<file path="config.mk">
export PLATFORM = sky130hd
export DESIGN_NAME = level_generator
export DESIGN_NICKNAME = d
export VERILOG_FILES = /design/src/rtl/level_generator_pkg.sv /design/src/rtl/level_generator_hold_timer.sv /design/src/rtl/level_generator.sv
export SDC_FILE = /design/constraint.sdc
export NUM_CORES = 1
export LEC_CHECK = 0
export ABC_AREA = 1
export BUFFER_PORTS_ARGS = -buffer_cell sky130_fd_sc_hd__buf_2
export CORE_AREA = 2 2 39 41
export CTS_CLUSTER_DIAMETER = 80
export DETAILED_ROUTE_END_ITERATION = 8
export DIE_AREA = 0 0 41 43
export SLEW_MARGIN = 20
export SYNTH_ARGS = -nofsm -noshare
export SYNTH_HDL_FRONTEND = slang
export SYNTH_SLANG_ARGS = --single-unit
</file>
<file path="constraint.sdc">
create_clock -name clk_i -period 3 [get_ports clk_i]
set_input_delay 0.6 -clock clk_i [delete_from_list [all_inputs] [get_ports clk_i]]
set_output_delay 0.6 -clock clk_i [all_outputs]
set_load 0.01 [all_outputs]
</file>
<file path="src/rtl/level_generator_pkg.sv">
// Shared level constants and the level_generator state encoding.
package level_generator_pkg;

  localparam logic HIGH = 1'b1;
  localparam logic LOW  = 1'b0;

  typedef enum logic {
    IDLE = 1'b0,
    HOLD = 1'b1
  } level_generator_state_t;

endpackage

</file>
<file path="src/rtl/level_generator_hold_timer.sv">
// Hold timer: load to HOLD_CYCLES-1, count down to zero, flag expiry while at zero.
// Reusable by any rate-limited output that needs a minimum dwell time.
module level_generator_hold_timer #(
  parameter int unsigned HOLD_CYCLES = 4
) (
  input  logic clk_i,
  input  logic reset_i,
  input  logic load_i,
  output logic expired_o
);

  localparam int unsigned CW = (HOLD_CYCLES > 1) ? $clog2(HOLD_CYCLES) : 1;
  localparam logic [CW-1:0] RELOAD = CW'(HOLD_CYCLES - 1);

  logic [CW-1:0] cnt_q, cnt_d;

  always_comb begin
    cnt_d = cnt_q;
    if (load_i) begin
      cnt_d = RELOAD;
    end else if (cnt_q != '0) begin
      cnt_d = cnt_q - CW'(1);
    end
  end

  always_ff @(posedge clk_i or posedge reset_i) begin
    if (reset_i) begin
      cnt_q <= '0;
    end else begin
      cnt_q <= cnt_d;
    end
  end

  assign expired_o = (cnt_q == '0);

endmodule

</file>
<file path="src/rtl/level_generator.sv">
// Rate-limited level driver from set/clear/toggle strobes with a minimum hold after each change.
// LEVEL_GENERATOR_PENDING_EN adds a one-deep pending slot for requests arriving mid-hold.
module level_generator
  import level_generator_pkg::*;
#(
  parameter int unsigned HOLD_CYCLES   = 4,
  parameter logic        INITIAL_LEVEL = LOW
) (
  input  logic clk_i,
  input  logic reset_i,
  input  logic set_req_i,
  input  logic clear_req_i,
  input  logic toggle_req_i,
  output logic level_o,
  output logic changed_o,
  output logic ready_o,
  output logic dropped_o
);

  level_generator_state_t state_q, state_d;
  logic level_q, level_d;
  logic changed_q, changed_d;
  logic ready_q, ready_d;
  logic dropped_q, dropped_d;
  logic pend_vld_q, pend_vld_d;
  logic pend_lvl_q, pend_lvl_d;

  logic load;
  logic expired;
  logic req_vld;
  logic eff_lvl;
  logic tgt_lvl;
  logic nxt_vld;
  logic nxt_lvl;

  level_generator_hold_timer #(
    .HOLD_CYCLES(HOLD_CYCLES)
  ) u_hold_timer (
    .clk_i    (clk_i),
    .reset_i  (reset_i),
    .load_i   (load),
    .expired_o(expired)
  );

  // Priority clear > set > toggle; a toggle inverts whatever level is already queued.
  assign req_vld = clear_req_i | set_req_i | toggle_req_i;
  assign eff_lvl = pend_vld_q ? pend_lvl_q : level_q;
  assign tgt_lvl = clear_req_i ? LOW : (set_req_i ? HIGH : ~eff_lvl);
  assign nxt_vld = req_vld | pend_vld_q;
  assign nxt_lvl = req_vld ? tgt_lvl : pend_lvl_q;

  always_comb begin
    state_d    = state_q;
    level_d    = level_q;
    changed_d  = 1'b0;
    dropped_d  = 1'b0;
    pend_vld_d = pend_vld_q;
    pend_lvl_d = pend_lvl_q;
    load       = 1'b0;
    case (state_q)
      IDLE: begin
        if (req_vld && (tgt_lvl != level_q)) begin
          level_d   = tgt_lvl;
          changed_d = 1'b1;
          load      = 1'b1;
          state_d   = HOLD;
        end
      end
      HOLD: begin
        if (expired) begin
          pend_vld_d = 1'b0;
          if (nxt_vld && (nxt_lvl != level_q)) begin
            level_d   = nxt_lvl;
            changed_d = 1'b1;
            load      = 1'b1;
          end else begin
            state_d = IDLE;
          end
        end else if (req_vld) begin
`ifdef LEVEL_GENERATOR_PENDING_EN
          dropped_d  = pend_vld_q;
          pend_vld_d = 1'b1;
          pend_lvl_d = tgt_lvl;
`else
          dropped_d  = 1'b1;
`endif
        end
      end
      default: state_d = IDLE;
    endcase
    ready_d = (state_d == IDLE);
  end

  always_ff @(posedge clk_i or posedge reset_i) begin
    if (reset_i) begin
      state_q    <= IDLE;
      level_q    <= INITIAL_LEVEL;
      changed_q  <= 1'b0;
      ready_q    <= 1'b1;
      dropped_q  <= 1'b0;
      pend_vld_q <= 1'b0;
      pend_lvl_q <= LOW;
    end else begin
      state_q    <= state_d;
      level_q    <= level_d;
      changed_q  <= changed_d;
      ready_q    <= ready_d;
      dropped_q  <= dropped_d;
      pend_vld_q <= pend_vld_d;
      pend_lvl_q <= pend_lvl_d;
    end
  end

  assign level_o   = level_q;
  assign changed_o = changed_q;
  assign ready_o   = ready_q;
  assign dropped_o = dropped_q;

endmodule

</file>
==> PnR_summary.wiki <==
{| class="wikitable"
! Metric !! Value
|-
| Outcome || finished, final reports clean
|-
| Clock root cell || sky130_fd_sc_hd__clkbuf_4
|-
| M1 GR Usage || 0.130
|-
| Slew at the pin with the worst max-slew slack || roughly 0.25 ns
|-
| Per-cell routed wire length || between 7 and 8 um
|-
| Fin. max-slew vios || 0
|-
| Met3 usage in global routing || 0.0157
|-
| Kind of start point of the critical path || flop
|-
| Via density || slightly below 4
|-
| Combined area of all synthesized cells || 368 um^2
|-
| Global routing usage on met2 || 0.125
|-
| Clock tree from TritonCTS || yes
|-
| Overall track demand over capacity in global routing || 0.0923
|-
| Depth of the critical timing path with buffers and inverters included || 1
|-
| Portion of total power attributed to sequential cells || 0.384
|-
| Maximum achievable frequency || 683 MHz
|-
| Total inserted antenna cells || 0
|-
| Initial DRC count || 5
|-
| Number of instances in the synthesized netlist || 46
|-
| Reg2reg path depth || 7
|-
| Clock power share || 0.193
|-
| Number of placed cells counting well taps || 70
|-
| Final critical path time including I/O delays and setup || between 1 and 1.5 ns
|-
| Count of cell types in the netlist || 13
|-
| Starting density of the core || 0.266
|-
| Antenna violations before repair || 0
|-
| Max-cap violation count || 0
|-
| DRC || 0
|-
| Category of the critical setup timing path || flop to output pin
|-
| Maximum number of pins on one net before global-route repair || 8
|-
| Total grt overflow || 0
|-
| Routed Wire Length || 566 um
|-
| Clk buf depth || 2
|-
| Die height || ~43 um
|-
| Horizontal extent of the die || roughly 40 um
|-
| Path category of the worst min-delay check || input pin to async pin
|-
| Crit path largest cell delay || ~0.50 ns
|-
| Synthesized area divided by synthesized cell count || about 8 um^2
|-
| Leading cell types in the layout, fill and taps excluded || sky130_fd_sc_hd__nand2_1 (11), sky130_fd_sc_hd__inv_1 (10), sky130_fd_sc_hd__buf_2 (8)
|-
| Worst endpoint required time || 2.40 ns
|-
| Internal power || about 0.00027 W
|-
| Max Clock Skew || between 0.002 and 0.0025 ns
|-
| Fraction of synthesized cell area taken by the top area cell type || 0.408
|-
| Net Switching || 0.000160 W
|-
| Global-route wire length before repair || between 1000 and 1500 um
|-
| Most area-consuming cells after synthesis || sky130_fd_sc_hd__dfrtp_1 (41%), sky130_fd_sc_hd__nand2_1 (11%), sky130_fd_sc_hd__inv_1 (10%)
|-
| Most common cell after layout, fill and taps aside || sky130_fd_sc_hd__nand2_1
|-
| Number of clock sinks || 7
|-
| Power Density || 956 mW/mm^2
|-
| Vias in the first global route || ~300
|-
| Net switching share of the total power || 0.368
|-
| Cts bufs inserted || 3
|-
| Library cell with the largest summed area after synthesis || sky130_fd_sc_hd__dfrtp_1
|-
| Port Buf Inserts || 8
|-
| Number of cells in the finished layout apart from fillers || 74
|-
| Cell breakdown of the critical path || buf_2
|-
| Number of register bits inferred by synthesis || 7
|-
| Setup TNS after final layout || 0 ns
|-
| Num rows || 14
|-
| Synth warn || 0
|-
| Number of top-level design ports || 9
|-
| Global routing's busiest layer || met1
|-
| Tcrit/Tclk final || 0.488
|-
| Synthesized netlist net count || 52
|-
| VDD IR-drop max || ~0.00034 V
|-
| Core region area || 0.00138 mm^2
|-
| Layout cells sized above 1 || 0.362
|-
| Nets@finish || 65
|-
| Endpoint class of the critical path || output pin
|-
| Worst Hold Slack || 0.264 ns
|-
| Total of endpoints with negative setup slack in the final report || 0
|-
| CTS Hold Bufs || 0
|-
| Cell type of the slowest stage on the worst timing path || sky130_fd_sc_hd__dfstp_2
|-
| Unrepaired setup endpoints after global routing || no
|-
| CTS clock-pin slew for the worst setup and hold paths || 0.05 ns
|-
| Power share of the combinational group || 0.422
|-
| Buf+Inv Stages, Crit Path || 1
|-
| Number of gates resized after CTS || 0
|-
| Antenna Violating Nets Remaining || 0
|-
| Layout overhead on the synthesized area || 23.5%
|-
| Placer congestion estimate || a little over 0.7
|-
| Area enclosed by the die boundary || between 0.0015 and 0.002 mm^2
|-
| Total iterations of the first detailed-routing run || 3
|-
| H-tree levels || 1
|-
| Worst-skew pair later-pin latency || 0.25 ns
|-
| Signal arrival time at the worst endpoint || between 0.8 and 0.9 ns
|-
| Maximum fanout encountered on the critical timing path || 1
|-
| Number of post-CTS setup repair buffers || 0
|-
| Reported leakage power || approximately 0.28 nW
|-
| Detail Placement HPWL || 468 um
|-
| Via total after detailed routing || ~290
|-
| Share of synthesized area occupied by flip-flops and latches || 0.480
|-
| Total count of hold-check failures in the final report || 0
|-
| Worst max-slew margin expressed relative to the limit || 0.830
|-
| Delay-heaviest family, CP || flip-flops
|}
==> power by group through the flow <==
stage,combinational [W],sequential [W],clock (W)
finish,0.000183,0.000167,0.0000838
global route,0.000218,0.000174,0.0000927
CTS,0.000189,0.000168,0.0000847
detailed placement,0.000189,0.000168,0
global placement,0.000188,0.000168,0
floorplan,0.000125,0.000181,0
==> worst register-to-register path, delay by kind of cell (launching register included) <==
family        cells  cell delay (ns)
buf+inv           2             0.13
simple gates      4             0.38
flops             1             0.37
fa+ha+maj         1             0.21
==> Yosys cell counts <==
| library cell | number |
|---|---|
| sky130_fd_sc_hd__nand4_2 | 1 |
| sky130_fd_sc_hd__dfstp_2 | 1 |
| sky130_fd_sc_hd__nand2_1 | 11 |
| sky130_fd_sc_hd__nand2_2 | 2 |
| sky130_fd_sc_hd__dfrtp_1 | 6 |
| sky130_fd_sc_hd__or2_2 | 1 |
| sky130_fd_sc_hd__nand3_2 | 2 |
| sky130_fd_sc_hd__nor2_2 | 1 |
| sky130_fd_sc_hd__ha_1 | 1 |
| sky130_fd_sc_hd__inv_2 | 2 |
| sky130_fd_sc_hd__nand3_1 | 4 |
| sky130_fd_sc_hd__inv_1 | 10 |
| sky130_fd_sc_hd__nor2_1 | 4 |
==> metal layers <==
metal | share of wire | routed length (um)
met5 | 0 | 0
met4 | 0.025 | 14
met3 | 0.041 | 23
met2 | 0.50 | 284
met1 | 0.43 | 243
==> cell type report <==
class                           count  area, um^2
Clock buffer                        4        26.3
Fill cell                         147         930
Inverter                           12        45.0
Multi-Input combinational cell     27         146
Sequential cell                     7         176
Tap cell                           16        20.0
Timing Repair Buffer                8        40.0
==> sequential cells by signal (all words and copies together), names as in the netlist <==
signal and count:
level_o 1, u_hold_timer.cnt_q 2, state_q 1, ready_o 1, changed_o 1, dropped_o 1
==> stage by stage <==
step,utilization,power [W],instance area (um^2),worst slack [ns]
after floorplan,-,0.000306,368,1.86
after global placement,0.309,0.000357,428,1.70
after detailed placement,0.309,0.000357,428,1.68
after CTS,0.328,0.000441,454,1.53
after global routing,0.328,0.000485,454,1.51
final,0.328,0.000434,454,1.54
==> worst paths after layout <==
| check | start | slack [ns] | endpoint |
|---|---|---|---|
| max | ready_o | 1.54 | ready_o |
| min | reset_i | 0.26 | state_q |
| max reg2reg | u_hold_timer.cnt_q[0] | 1.80 | level_o |
| min reg2reg | u_hold_timer.cnt_q[0] | 0.50 | u_hold_timer.cnt_q[0] |
| max in group asynchronous | reset_i | 2.47 | ready_o |
| min in group clk_i | u_hold_timer.cnt_q[0] | 0.50 | u_hold_timer.cnt_q[0] |
==> cell families (layout without fill, tap and decap cells) <==
| logic type | after synthesis | in the layout | share of synthesized area |
|---|---|---|---|
| AND/OR/NAND/NOR | 26 | 26 | 0.364 |
| buffers and inverters | 12 | 24 | 0.122 |
| flip-flops | 7 | 7 | 0.480 |
| adder cells (fa/ha/maj) | 1 | 1 | 0.0340 |
Power figures use the tool's default switching activity.
